==> src/rtl/fir_cfg_sequencer_if.sv <==
// Configuration bus between fir_cfg_sequencer and its neighbours.
// Carries the coefficient-source fetch handshake and the FIR filter
// configuration ports (coefficient write, result shift, flush, read-back).
// master: the sequencer side. slave: the source/filter side.
interface fir_cfg_sequencer_if #(
    parameter int coef_width = 24,
    parameter int coef_count = 16,
    parameter int max_shift  = 32
) ();
    localparam int coef_id_w   = $clog2(coef_count);
    localparam int max_shift_w = $clog2(max_shift);

    // Coefficient source
    logic                   src_req;
    logic [coef_id_w-1:0]   src_addr;
    logic                   src_valid;
    logic [coef_width-1:0]  src_data;

    // FIR filter configuration ports
    logic [coef_id_w-1:0]   fir_addr;
    logic [coef_width-1:0]  fir_coef;
    logic                   fir_coef_ready;
    logic                   fir_coef_done;
    logic [coef_width-1:0]  fir_coef_r;
    logic                   fir_shift_ready;
    logic [max_shift_w-1:0] fir_shift;
    logic                   fir_shift_done;
    logic                   fir_flush;

    modport master (
        output src_req, src_addr,
        input  src_valid, src_data,
        output fir_addr, fir_coef, fir_coef_ready,
        input  fir_coef_done, fir_coef_r,
        output fir_shift_ready, fir_shift,
        input  fir_shift_done,
        output fir_flush
    );

    modport slave (
        input  src_req, src_addr,
        output src_valid, src_data,
        input  fir_addr, fir_coef, fir_coef_ready,
        output fir_coef_done, fir_coef_r,
        input  fir_shift_ready, fir_shift,
        output fir_shift_done,
        input  fir_flush
    );
endinterface

==> src/rtl/fir_cfg_sequencer.sv <==
// fir_cfg_sequencer: loads coef_count coefficients from a source into the
// FIR filter, programs the result shift and flushes the filter.
// Optional read-back verify pass: define FIR_CFG_VERIFY_EN.
// All strobes and status outputs are registered; every handshake wait is
// bounded by timeout_cyc cycles, and abort cancels a sequence at any point.
module fir_cfg_sequencer #(
    parameter int  coef_width  = 24,
    parameter int  coef_count  = 16,
    parameter int  max_shift   = 32,
    parameter int  timeout_cyc = 255,
    localparam int coef_id_w   = $clog2(coef_count),
    localparam int max_shift_w = $clog2(max_shift)
) (
    input  logic                   clk,
    input  logic                   rst_n,
    input  logic                   start,
    input  logic                   abort,
    input  logic [max_shift_w-1:0] shift_cfg,
    output logic                   busy,
    output logic                   done,
    output logic                   err,
    output logic [1:0]             err_code,
    output logic [coef_id_w-1:0]   err_idx,
    fir_cfg_sequencer_if.master    bus
);
    localparam int wait_w = $clog2(timeout_cyc + 1);

    localparam logic [1:0] ERR_TIMEOUT = 2'd1;
    localparam logic [1:0] ERR_ABORT   = 2'd3;
`ifdef FIR_CFG_VERIFY_EN
    localparam logic [1:0] ERR_VERIFY  = 2'd2;
`endif

    typedef enum logic [2:0] {
        ST_IDLE,
        ST_FETCH,
        ST_WRITE,
        ST_SHIFT,
        ST_FLUSH,
        ST_DONE,
        ST_VFETCH,
        ST_VREAD
    } state_t;

    state_t                 state_reg;
    logic [coef_id_w-1:0]   index_reg;
    logic [wait_w-1:0]      wait_cnt_reg;
    logic                   busy_reg;
    logic                   done_reg;
    logic                   err_reg;
    logic [1:0]             err_code_reg;
    logic [coef_id_w-1:0]   err_idx_reg;
    logic                   src_req_reg;
    logic [coef_id_w-1:0]   src_addr_reg;
    logic [coef_id_w-1:0]   fir_addr_reg;
    logic [coef_width-1:0]  fir_coef_reg;
    logic                   coef_ready_reg;
    logic                   shift_ready_reg;
    logic [max_shift_w-1:0] fir_shift_reg;
    logic                   flush_reg;
`ifdef FIR_CFG_VERIFY_EN
    logic [coef_width-1:0]  verify_data_reg;
`else
    logic [coef_width-1:0]  unused_coef_r;
    assign unused_coef_r = bus.fir_coef_r;
`endif

    logic waiting;
    logic advance;
    logic timeout_hit;
    logic last_idx;

    assign timeout_hit = (wait_cnt_reg == wait_w'(timeout_cyc - 1));
    assign last_idx    = (index_reg == coef_id_w'(coef_count - 1));

    // Which states wait on a handshake, and whether that handshake completes
    // this cycle. coef_done only counts once coef_ready has been high for a
    // full cycle, so a late done from the previous write cannot be mistaken
    // for this one.
    always_comb begin
        waiting = 1'b0;
        advance = 1'b0;
        case (state_reg)
            ST_FETCH: begin
                waiting = 1'b1;
                advance = bus.src_valid;
            end
            ST_WRITE: begin
                waiting = 1'b1;
                advance = bus.fir_coef_done && (wait_cnt_reg != '0);
            end
            ST_SHIFT: begin
                waiting = 1'b1;
                advance = bus.fir_shift_done;
            end
`ifdef FIR_CFG_VERIFY_EN
            ST_VFETCH: begin
                waiting = 1'b1;
                advance = bus.src_valid;
            end
`endif
            default: begin
                waiting = 1'b0;
                advance = 1'b0;
            end
        endcase
    end

    // Sequencer FSM with registered strobes; abort beats timeout beats progress.
    always_ff @(posedge clk or negedge rst_n) begin
        if (!rst_n) begin
            state_reg       <= ST_IDLE;
            index_reg       <= '0;
            wait_cnt_reg    <= '0;
            busy_reg        <= 1'b0;
            done_reg        <= 1'b0;
            err_reg         <= 1'b0;
            err_code_reg    <= '0;
            err_idx_reg     <= '0;
            src_req_reg     <= 1'b0;
            src_addr_reg    <= '0;
            fir_addr_reg    <= '0;
            fir_coef_reg    <= '0;
            coef_ready_reg  <= 1'b0;
            shift_ready_reg <= 1'b0;
            fir_shift_reg   <= '0;
            flush_reg       <= 1'b0;
`ifdef FIR_CFG_VERIFY_EN
            verify_data_reg <= '0;
`endif
        end else begin
            done_reg     <= 1'b0;
            flush_reg    <= 1'b0;
            wait_cnt_reg <= wait_cnt_reg + 1'b1;
            if (state_reg != ST_IDLE && abort) begin
                state_reg       <= ST_IDLE;
                wait_cnt_reg    <= '0;
                busy_reg        <= 1'b0;
                src_req_reg     <= 1'b0;
                coef_ready_reg  <= 1'b0;
                shift_ready_reg <= 1'b0;
                err_reg         <= 1'b1;
                err_code_reg    <= ERR_ABORT;
                err_idx_reg     <= index_reg;
            end else if (waiting && !advance && timeout_hit) begin
                state_reg       <= ST_IDLE;
                wait_cnt_reg    <= '0;
                busy_reg        <= 1'b0;
                src_req_reg     <= 1'b0;
                coef_ready_reg  <= 1'b0;
                shift_ready_reg <= 1'b0;
                err_reg         <= 1'b1;
                err_code_reg    <= ERR_TIMEOUT;
                err_idx_reg     <= index_reg;
            end else begin
                case (state_reg)
                    ST_IDLE: begin
                        wait_cnt_reg <= '0;
                        if (start) begin
                            state_reg     <= ST_FETCH;
                            index_reg     <= '0;
                            src_addr_reg  <= '0;
                            src_req_reg   <= 1'b1;
                            busy_reg      <= 1'b1;
                            err_reg       <= 1'b0;
                            err_code_reg  <= '0;
                            err_idx_reg   <= '0;
                            fir_shift_reg <= shift_cfg;
                        end
                    end
                    ST_FETCH: begin
                        if (advance) begin
                            state_reg      <= ST_WRITE;
                            wait_cnt_reg   <= '0;
                            src_req_reg    <= 1'b0;
                            fir_coef_reg   <= bus.src_data;
                            fir_addr_reg   <= index_reg;
                            coef_ready_reg <= 1'b1;
                        end
                    end
                    ST_WRITE: begin
                        if (advance) begin
                            wait_cnt_reg   <= '0;
                            coef_ready_reg <= 1'b0;
                            if (last_idx) begin
                                state_reg       <= ST_SHIFT;
                                shift_ready_reg <= 1'b1;
                            end else begin
                                state_reg    <= ST_FETCH;
                                index_reg    <= index_reg + 1'b1;
                                src_addr_reg <= index_reg + 1'b1;
                                src_req_reg  <= 1'b1;
                            end
                        end
                    end
                    ST_SHIFT: begin
                        if (advance) begin
                            state_reg       <= ST_FLUSH;
                            wait_cnt_reg    <= '0;
                            shift_ready_reg <= 1'b0;
                            flush_reg       <= 1'b1;
                        end
                    end
                    ST_FLUSH: begin
                        wait_cnt_reg <= '0;
`ifdef FIR_CFG_VERIFY_EN
                        state_reg    <= ST_VFETCH;
                        index_reg    <= '0;
                        src_addr_reg <= '0;
                        src_req_reg  <= 1'b1;
`else
                        state_reg    <= ST_DONE;
                        done_reg     <= 1'b1;
                        busy_reg     <= 1'b0;
`endif
                    end
`ifdef FIR_CFG_VERIFY_EN
                    ST_VFETCH: begin
                        if (advance) begin
                            state_reg       <= ST_VREAD;
                            wait_cnt_reg    <= '0;
                            src_req_reg     <= 1'b0;
                            verify_data_reg <= bus.src_data;
                            fir_addr_reg    <= index_reg;
                        end
                    end
                    ST_VREAD: begin
                        // coef_r is registered in the filter: compare on the second cycle
                        if (wait_cnt_reg == wait_w'(1)) begin
                            wait_cnt_reg <= '0;
                            if (bus.fir_coef_r != verify_data_reg) begin
                                state_reg    <= ST_IDLE;
                                busy_reg     <= 1'b0;
                                err_reg      <= 1'b1;
                                err_code_reg <= ERR_VERIFY;
                                err_idx_reg  <= index_reg;
                            end else if (last_idx) begin
                                state_reg <= ST_DONE;
                                done_reg  <= 1'b1;
                                busy_reg  <= 1'b0;
                            end else begin
                                state_reg    <= ST_VFETCH;
                                index_reg    <= index_reg + 1'b1;
                                src_addr_reg <= index_reg + 1'b1;
                                src_req_reg  <= 1'b1;
                            end
                        end
                    end
`endif
                    ST_DONE: begin
                        state_reg    <= ST_IDLE;
                        wait_cnt_reg <= '0;
                    end
                    default: begin
                        state_reg    <= ST_IDLE;
                        wait_cnt_reg <= '0;
                        busy_reg     <= 1'b0;
                    end
                endcase
            end
        end
    end

    assign busy     = busy_reg;
    assign done     = done_reg;
    assign err      = err_reg;
    assign err_code = err_code_reg;
    assign err_idx  = err_idx_reg;

    assign bus.src_req         = src_req_reg;
    assign bus.src_addr        = src_addr_reg;
    assign bus.fir_addr        = fir_addr_reg;
    assign bus.fir_coef        = fir_coef_reg;
    assign bus.fir_coef_ready  = coef_ready_reg;
    assign bus.fir_shift_ready = shift_ready_reg;
    assign bus.fir_shift       = fir_shift_reg;
    assign bus.fir_flush       = flush_reg;
endmodule

==> src/flat_wrapper.sv <==
// flat-port wrapper written by rule: the top's interface ports become plain ports
module fir_cfg_sequencer_flat 
#(
    parameter int  coef_width  = 24,
    parameter int  coef_count  = 16,
    parameter int  max_shift   = 32,
    parameter int  timeout_cyc = 255,
    localparam int coef_id_w   = $clog2(coef_count),
    localparam int max_shift_w = $clog2(max_shift)
)
  (clk, rst_n, start, abort, shift_cfg, busy, done, err, err_code, err_idx, bus_src_req, bus_src_addr, bus_src_valid, bus_src_data, bus_fir_addr, bus_fir_coef, bus_fir_coef_ready, bus_fir_coef_done, bus_fir_coef_r, bus_fir_shift_ready, bus_fir_shift, bus_fir_shift_done, bus_fir_flush);
  fir_cfg_sequencer_if #(.coef_width(coef_width), .coef_count(coef_count), .max_shift(max_shift)) bus_i ();
  input  logic clk;
  input  logic rst_n;
  input  logic start;
  input  logic abort;
  input  logic [max_shift_w-1:0] shift_cfg;
  output logic busy;
  output logic done;
  output logic err;
  output logic [1:0] err_code;
  output logic [coef_id_w-1:0] err_idx;
  output wire logic [$bits(bus_i.src_req)-1:0] bus_src_req;
  output wire logic [$bits(bus_i.src_addr)-1:0] bus_src_addr;
  input wire logic [$bits(bus_i.src_valid)-1:0] bus_src_valid;
  input wire logic [$bits(bus_i.src_data)-1:0] bus_src_data;
  output wire logic [$bits(bus_i.fir_addr)-1:0] bus_fir_addr;
  output wire logic [$bits(bus_i.fir_coef)-1:0] bus_fir_coef;
  output wire logic [$bits(bus_i.fir_coef_ready)-1:0] bus_fir_coef_ready;
  input wire logic [$bits(bus_i.fir_coef_done)-1:0] bus_fir_coef_done;
  input wire logic [$bits(bus_i.fir_coef_r)-1:0] bus_fir_coef_r;
  output wire logic [$bits(bus_i.fir_shift_ready)-1:0] bus_fir_shift_ready;
  output wire logic [$bits(bus_i.fir_shift)-1:0] bus_fir_shift;
  input wire logic [$bits(bus_i.fir_shift_done)-1:0] bus_fir_shift_done;
  output wire logic [$bits(bus_i.fir_flush)-1:0] bus_fir_flush;
  assign bus_src_req = bus_i.src_req;
  assign bus_src_addr = bus_i.src_addr;
  assign bus_i.src_valid = bus_src_valid;
  assign bus_i.src_data = bus_src_data;
  assign bus_fir_addr = bus_i.fir_addr;
  assign bus_fir_coef = bus_i.fir_coef;
  assign bus_fir_coef_ready = bus_i.fir_coef_ready;
  assign bus_i.fir_coef_done = bus_fir_coef_done;
  assign bus_i.fir_coef_r = bus_fir_coef_r;
  assign bus_fir_shift_ready = bus_i.fir_shift_ready;
  assign bus_fir_shift = bus_i.fir_shift;
  assign bus_i.fir_shift_done = bus_fir_shift_done;
  assign bus_fir_flush = bus_i.fir_flush;
  fir_cfg_sequencer #(.coef_width(coef_width), .coef_count(coef_count), .max_shift(max_shift), .timeout_cyc(timeout_cyc)) u_core (.clk(clk), .rst_n(rst_n), .start(start), .abort(abort), .shift_cfg(shift_cfg), .busy(busy), .done(done), .err(err), .err_code(err_code), .err_idx(err_idx), .bus(bus_i));
endmodule
==> config.mk <==
export PLATFORM = sky130hd
export DESIGN_NAME = fir_cfg_sequencer_flat
export DESIGN_NICKNAME = d
export VERILOG_FILES = /design/src/rtl/fir_cfg_sequencer_if.sv /design/src/rtl/fir_cfg_sequencer.sv /design/src/flat_wrapper.sv
export SDC_FILE = /design/constraint.sdc
export NUM_CORES = 1
export LEC_CHECK = 0
export CAP_MARGIN = 15
export CORE_MARGIN = 2
export CORE_UTILIZATION = 40
export CTS_BUF_LIST = sky130_fd_sc_hd__clkbuf_4 sky130_fd_sc_hd__clkbuf_8
export CTS_CLUSTER_SIZE = 16
export DETAILED_ROUTE_END_ITERATION = 10
export GPL_TIMING_DRIVEN = 0
export PLACE_DENSITY = 0.78
export SYNTH_ARGS = -nofsm -noshare
export SYNTH_HDL_FRONTEND = slang
export SYNTH_SLANG_ARGS = --single-unit
==> constraint.sdc <==
create_clock -name clk -period 2.2 [get_ports clk]
set_clock_uncertainty 0.1 [all_clocks]
set_input_delay 0.55 -clock clk [delete_from_list [all_inputs] [get_ports clk]]
set_output_delay 0.55 -clock clk [all_outputs]
set_load 0.02 [all_outputs]
* Yosys cells after proc, flatten, opt, wreduce, memory -nomap -nowiden
Cells that the tools add are included.
** Operators by class
- Add/sub/neg operators :: 2
- Multiply operators :: 0
- Divide/modulo/power cells :: 0
- $lt $le $gt $ge :: 0
- Equality and inequality tests :: 17
- Shifts and indexed selects :: 0
- Muxes and demuxes :: 55
- Bitwise gates (word level) :: 2
- Reductions and logical operators :: 25
** Operators with widths (count)
- $mux 8 :: 4
- $mux 1 :: 27
- $mux 4 :: 6
- $mux 3 :: 6
- $ne 4x1->1 const B :: 4
- $reduce_and 4->1 :: 4
- $pmux 3 s5 :: 1
- $mux 2 :: 5
- $reduce_bool 3->1 :: 3
- $add 8x1->8 const B :: 1
- $eq 8x8->1 const B :: 1
- $pmux 4 s2 :: 1
- $reduce_bool 4->1 :: 2
- $reduce_bool 8->1 :: 1
- $eq 3x2->1 const B :: 2
- $eq 3x3->1 const B :: 2
- $pmux 1 s2 :: 3
- $pmux 1 s3 :: 2
- $reduce_and 6->1 :: 1
- $reduce_and 5->1 :: 1
- $reduce_bool 5->1 :: 1
- $add 4x1->4 const B :: 1
- $eq 4x4->1 const B :: 1
- $logic_and 1x1->1 :: 4
- 14 further kinds :: 17
** Word-level totals
- Register bits after elaboration :: 61
- Latch bits :: 0
- Memory bits (writable) :: 0
- Memory bits (read-only) :: 0
- Input bits :: 60
- Output and inout port bits :: 50
- Logic and storage cells :: 116
- Memories kept :: 0

* Depth between registers and ports, before layout
Gate-level depths: netlist of run 1.
- Word-level depth :: 8
- Gate-level depth with buffers :: 9
- Gate-level depth less buffers :: 7

* Worst setup path before layout of run 1
No wires, ideal clock.
- Path type :: flip-flop to flip-flop
- From :: register u_core.wait_cnt_reg[0]
- To :: register u_core.index_reg[0]
- Setup time :: 0.125 ns
- Arrival :: 1.901 ns
- Setup slack :: 0.074 ns
- Stages on the path, launching flop included :: 8
- Buffers on the path :: 0
- Clock period less this slack :: 2.126 ns
- Cell sequence :: dfrtp_1 inv_1 ha_1 or3b_2 o21ai_0 a21o_2 o21ai_2 mux2_4
** Between the ends
- Word-level cells in the longest chain between the ends :: 8
- Elaborated cells on any way between the ends :: 10
- Those cells by class :: 2 x eq/ne; 1 x mux; 1 x bitwise; 6 x reduce/logical
** RTL lines
- start: declaration :: RTL line fir_cfg_sequencer.sv:47 : logic [wait_w-1:0] wait_cnt_reg;
- start signal: assignment :: RTL line fir_cfg_sequencer.sv:134 : wait_cnt_reg <= wait_cnt_reg + 1'b1;
- $reduce_bool 8->1 :: RTL line fir_cfg_sequencer.sv:90 : advance = bus.fir_coef_done && (wait_cnt_reg != '0);
- $logic_and 1x1->1 :: RTL line fir_cfg_sequencer.sv:90
- $pmux 1 s3 :: RTL line fir_cfg_sequencer.sv:83 : case (state_reg)
- $logic_not 1->1 :: RTL line fir_cfg_sequencer.sv:145 : end else if (waiting && !advance && timeout_hit) begin
- $logic_and 1x1->1 (2 in a row) :: RTL line fir_cfg_sequencer.sv:145
- $not 1->1 (no source line)
- $reduce_and 6->1 (no source line) (*)
- end signal: assignment :: RTL line fir_cfg_sequencer.sv:190 : index_reg <= index_reg + 1'b1;
- end: declaration :: RTL line fir_cfg_sequencer.sv:46 : logic [coef_id_w-1:0] index_reg;
Mark *: on every way between the ends. The rest lies on a longest branch, timed or not.
A chain may end at the register's enable or synchronous reset.

* Worst setup path after layout of run 1
- From :: input port bus_fir_shift_done
- To :: register u_core.index_reg[2]
** Between the ends
- Word-level cells in the longest chain between the ends :: 6
- Elaborated cells on any way between the ends :: 7
- Those cells by class :: 1 x eq/ne; 1 x mux; 1 x bitwise; 4 x reduce/logical
** RTL lines
- start: declaration :: RTL line flat_wrapper.sv:34 : input wire logic [$bits(bus_i.fir_shift_done)-1:0] bus_fir_shift_done;
- $pmux 1 s3 (*) :: RTL line fir_cfg_sequencer.sv:83
- $logic_not 1->1 :: RTL line fir_cfg_sequencer.sv:145
- $logic_and 1x1->1 (2 in a row) :: RTL line fir_cfg_sequencer.sv:145
- $not 1->1 (no source line)
- $reduce_and 6->1 (no source line) (*)
Marked as above.

==> impl_metrics.json, run 1 <==
{
  "status": "finished, final reports clean",
  "portBuffers": 84,
  "core_sq_um": 6460,
  "postPlaceCellArea_sq_um": 3660,
  "antenna_cells": 0,
  "drive_gt1_frac": 0.216,
  "min_period_over_period": 0.988,
  "ys_warn_count": 0,
  "synth_compound_area_frac": 0.0896,
  "syn-instance-count": 231,
  "routed_wl_microns": 6340,
  "synth-async-reset-ratio": 1.00,
  "start_kind": "input port",
  "rows": 29,
  "finalSetupViolCount": 0,
  "crit_arrival_ns": 2.33,
  "antenna_found_initial": 0,
  "largest_reg_flops": 24,
  "hold_violations": 0,
  "path_class": "input port to flip-flop",
  "vias_per_cell": 5.18,
  "cts_tree": "built",
  "hp-class": "input port to async pin",
  "clockRootBuffer": "clkbuf_8",
  "slew_headroom": 0.673,
  "p_per_area_nw_per_um2": 1290,
  "cts_hold_buf": 0,
  "drc": 0,
  "grt_pass1_wl_microns": 10500,
  "yosys_most_used_dff": "dfrtp_1",
  "synth-edff-count": 0,
  "clkSinkCount": 61,
  "synthesis.area_sq_um": 2710,
  "first_iter_violations": 102,
  "p_clk_frac": 0.224,
  "grtUsageTotal": 0.183,
  "synth_cell_type_count": 48,
  "grt_max_degree": 42,
  "cp-end-kind": "flip-flop",
  "synthXorXnorAreaFrac": 0.0194,
  "die_w_microns": 86.3,
  "synthesis.nets": 295,
  "fin_area_sq_um": 3970,
  "tightest_slew_ns": 0.490,
  "synth-seq-cells": 61,
  "gp_congestion": 0.884,
  "cp.required_ns": 2.35,
  "die_h_microns": 86.3,
  "period_needed_ns": 2.17,
  "synth_fa_ha_area_frac": 0.0185,
  "synth-simple-area-share": 0.143,
  "h-tree-depth": 3,
  "p_comb_frac": 0.440,
  "clk_latency_ns": 0.34,
  "start_util": 0.419,
  "fill_cells": 538,
  "p_int_uw": 3320,
  "fmax_mhz": 460,
  "final-seq-area_sq_um": 1530,
  "p_sw_uw": 1800,
  "grt_pass1_vias": 2270,
  "path_clk_slew_ns": 0.07,
  "tns_ns": 0,
  "avgSynthCellArea_sq_um": 11.7,
  "finalNonFillerCells": 415,
  "fin_util": 0.615,
  "cp_max_fo": 5,
  "p_leak_uw": 0.00179,
  "num_vias": 2151,
  "drt_pre_antenna_iters": 4,
  "dieArea_sq_um": 7450,
  "seqPwrFrac": 0.336,
  "dp_cells": 393,
  "netSwitchingFraction": 0.352,
  "num_io_pins": 110,
  "ant_nets": 0,
  "cap_violations": 0,
  "grt_overflow": 0,
  "multi_input_area_sq_um": 1140,
  "cts_buffer_depth": 2,
  "nets": 397,
  "drt-wirelength-per-cell_microns": 15.3,
  "slew_violations": 0,
  "area_growth_pct": 46.6,
  "synthMuxAreaShare": 0.139,
  "cts_buffers": 9,
  "peakVddDrop_uv": 719,
  "hpwl_microns": 4430,
  "ys_seq_area_frac": 0.564,
  "synth_top_family_by_area": "simple AND/OR/NAND/NOR gates"
}
## final timing paths
path | from | to | slack, ns | depth (start not counted)
min reg2reg | u_core.bus.fir_shift[1] | u_core.bus.fir_shift[1] | 0.37 | 2
max in group asynchronous | rst_n | u_core.bus.fir_coef[8] | 1.35 | 2
max reg2reg | u_core.wait_cnt_reg[1] | u_core.index_reg[2] | 0.06 | 8
max | bus_fir_shift_done | u_core.index_reg[2] | 0.03 | 7
min in group clk | u_core.bus.fir_shift[1] | u_core.bus.fir_shift[1] | 0.37 | 2
min | rst_n | u_core.busy | 0.07 | 1
## timing repair
| action | 4_1_cts | 5_1_grt |
|---|---|---|
| gates cloned | 1 | 0 |
| pin swaps | 2 | 3 |
| resized for setup | 4 | 8 |
| setup buffers | 4 | 1 |
| setup endpoints to repair | 31 | 14 |
## per-layer routing
layer | wire [microns] | global-route usage | vias to the layer above
met5 | 0 | 0 | -
met4 | 103 | 0.0895 | 0
met3 | 538 | 0.0590 | 12
met2 | 2910 | 0.287 | 80
met1 | 2780 | 0.228 | 1042
li1 | - | - | 1017
## cell usage after synthesis (all sizes together), types with 4 or more instances
cell type  number  area share
dfrtp          61        0.56
mux2           30        0.13
nand2          30       0.042
nor2           16       0.022
nand3          12       0.024
o21ai          10       0.020
inv             6      0.0083
buf             5       0.012
clkbuf          5      0.0069
xor2            5       0.016
ha              4       0.018
nand2b          4      0.0092
## layout by cell type, fill, tap and decap left out, drive strengths merged, types with 6 or more instances in the layout
| cell | n |
|---|---|
| inv | 6 |
| dfrtp | 61 |
| clkdlybuf4s50 | 82 |
| mux2 | 30 |
| nor2 | 16 |
| buf | 13 |
| clkbuf | 17 |
| o21ai | 10 |
| nand2 | 30 |
| nand3 | 12 |
## worst max-delay path, cell delays in order
cell	delay, ns
clkdlybuf4s50_1	0.51
mux2i_1	0.10
o211a_1	0.25
a21o_1	0.21
buf_6	0.14
a211oi_1	0.35
mux2i_1	0.23
## final cells by class
| class | count | share of cell area |
|---|---|---|
| Clock inverter | 4 | 0.0176 |
| Sequential cell | 61 | 0.384 |
| Inverter | 6 | 0.00567 |
| Tap cell | 77 | 0.0243 |
| Buffer | 10 | 0.0145 |
| Timing Repair Buffer | 91 | 0.227 |
| Multi-Input combinational cell | 154 | 0.287 |
| Clock buffer | 12 | 0.0400 |
## stage by stage
stage	power (uW)	hold WS (ns)	setup WS [ns]
final	5130	0.0685	0.0253
after global routing	5420	0.0999	-0.00741
after CTS	5140	0.0812	0.0531
after detailed placement	3930	0.361	-0.293
after global placement	3880	0.360	-1.47
after floorplan	2930	0.154	0.0740
## kinds of logic after synthesis
| group | count (synthesis) |
|---|---|
| AND/OR/NAND/NOR | 79 |
| XOR/XNOR | 6 |
| adder cells (fa/ha/maj) | 4 |
| AO/OA/AOI/OAI | 32 |
| multiplexers | 33 |
| buffers and inverters | 16 |
| flip-flops | 61 |
## power by group through the flow
stage	logic, uW	registers (uW)	clock network (uW)
global placement	2160	1720	0
detailed placement	2190	1740	0
floorplan	778	2150	0
finish	2260	1720	1150
CTS	2240	1720	1180
global route	2440	1770	1220
Note: power is estimated with default switching activity, not from simulation.
==> run 2: changes to the inputs <==
Settings changed: SETUP_SLACK_MARGIN set to 0.3.
==> run 2 against run 1 <==
Compared with the run above:
- cell area grew 3.7%
- cell count grew 1.7%
- register-to-register slack lost 0.04 ns
- fmax is essentially flat
- first-iteration DRC count grew 98%
- clock power shrank 12%
- worst hold slack gained 0.13 ns
- critical path depth grew 3
==> impl_metrics.json, run 2 (synthesis results as in run 1) <==
{
  "crit_arrival_ns": 2.32,
  "hp-class": "input port to async pin",
  "layout_common_cells": "59 x dfrtp_1, 52 x dlygate4sd2_1, 31 x clkdlybuf4s50_1",
  "cts_tree": "built",
  "ant_nets": 0,
  "routed_wl_microns": 7470,
  "drc": 0,
  "slew_violations": 0,
  "fin_util": 0.638,
  "critPathMaxStageDelay_ns": 0.41,
  "start_util": 0.419,
  "tns_ns": 0,
  "fmax_mhz": 460,
  "cts_buffers": 9,
  "reg2reg_slack_ns": 0.02,
  "cp_max_fo": 7,
  "rows": 29,
  "setup_slack_ns": 0.0243,
  "cts_buffer_depth": 2,
  "fill_cells": 538,
  "core_sq_um": 6460,
  "gp_congestion": 0.971,
  "grtUsageTotal": 0.196,
  "clockRootBuffer": "clkbuf_8",
  "path_cells": "inv_4, buf_4, ha_4, and4b_1, o211a_1, a21o_1, buf_6, and2_4, buf_8, o32ai_2",
  "num_vias": 2335,
  "status": "finished, final reports clean",
  "portBuffers": 84,
  "drt-wirelength-per-cell_microns": 17.7,
  "period_needed_ns": 2.18,
  "h-tree-depth": 3,
  "holdWs_ns": 0.198,
  "pre_cts_slack_ns": -0.286,
  "nets": 404,
  "path_class": "flip-flop to flip-flop",
  "first_iter_violations": 202,
  "min_period_over_period": 0.989,
  "grt_pass1_vias": 2314,
  "p_leak_uw": 0.00196,
  "grt_max_degree": 35,
  "start_kind": "flip-flop",
  "grt_pass1_wl_microns": 11300,
  "dieArea_sq_um": 7450,
  "clkSinkCount": 61,
  "path_clk_slew_ns": 0.07,
  "grt_overflow": 0,
  "cp-end-kind": "flip-flop",
  "postPlaceCellArea_sq_um": 3680,
  "cts_hold_buf": 0,
  "antenna_cells": 0,
  "r2r-start": "u_core.wait_cnt_reg[0]",
  "peakVddDrop_uv": 672,
  "num_io_pins": 110,
  "slew_headroom": 0.460,
  "die_h_microns": 86.3,
  "drive_gt1_frac": 0.307,
  "vias_per_cell": 5.53,
  "finalSetupViolCount": 0,
  "final_common_cell": "dfrtp_1",
  "die_w_microns": 86.3,
  "clk_latency_ns": 0.34,
  "hpwl_microns": 4550,
  "p_per_area_nw_per_um2": 1230,
  "area_growth_pct": 52.1,
  "r2r-end": "u_core.state_reg[1]",
  "drt_pre_antenna_iters": 5,
  "rsz0062_at_grt": "true",
  "cp.required_ns": 2.34,
  "hold_violations": 0,
  "largest_reg_flops": 24,
  "cap_violations": 0,
  "crit_path_top_delay_cell": "dfrtp_2",
  "fin_area_sq_um": 4120,
  "tightest_slew_ns": 0.811,
  "rr_worst_depth": 10,
  "antenna_found_initial": 0
}
[run 2: worst max-delay path by stage]
stage / from / end / slack (ns) / cells after the start
finish: u_core.wait_cnt_reg[0] / u_core.state_reg[1] / 0.02 / 10
global route: u_core.wait_cnt_reg[0] / u_core.state_reg[1] / -0.02 / 10
CTS: u_core.wait_cnt_reg[0] / u_core.index_reg[1] / 0.07 / 8
detailed placement: bus_src_valid / u_core.state_reg[1] / -0.29 / 8
global placement: rst_n / u_core.bus.fir_coef[10] / -1.49 / 1
floorplan: u_core.wait_cnt_reg[0] / u_core.index_reg[0] / 0.14 / 8
[run 2: where the power goes]
group	switching, uW	total, uW	internal (uW)
clock network	430	1010	575
logic	1320	2310	995
registers	236	1740	1500
total	1980	5050	3070
[run 2: cell type report]
cell class,count,area (sq um),share of cell area
buffer,10,71.3,0.0173
sequential,61,1530,0.371
clock inverter,4,47.5,0.0115
tap,77,96.3,0.0234
clock buffer,12,153,0.0370
inverter,6,28.8,0.00698
multi-input combinational,154,1290,0.312
timing repair buffer,98,908,0.220
[run 2: timing repair]
item | in CTS | in global routing
pin swaps | 6 | 9
resized for setup | 71 | 35
setup buffers | 7 | 6
endpoints found under the setup margin | 100 | 50
[run 2: metrics by stage]
stage               total power, uW  std cells
floorplan                      2950        231
global placement               3910        392
detailed placement             3970        393
CTS                            4830        416
global route                   5300        422
finish                         5050        422
[run 2: metal layers]
metal,GRT usage,vias to the layer above,part of all wire
met5,0,-,0
met4,0.0980,0,0.033
met3,0.0524,31,0.080
met2,0.316,129,0.49
met1,0.245,1142,0.40
li1,-,1033,-
[run 2: worst max-delay path: cells and delay by family (launching register included)]
| family | cells | cell delay, ns |
|---|---|---|
| DFF | 1 | 0.41 |
| AOI/OAI and AO/OA | 3 | 0.58 |
| and+or+nand+nor | 2 | 0.35 |
| buffers and inverters | 4 | 0.47 |
| adders and majority gates | 1 | 0.15 |
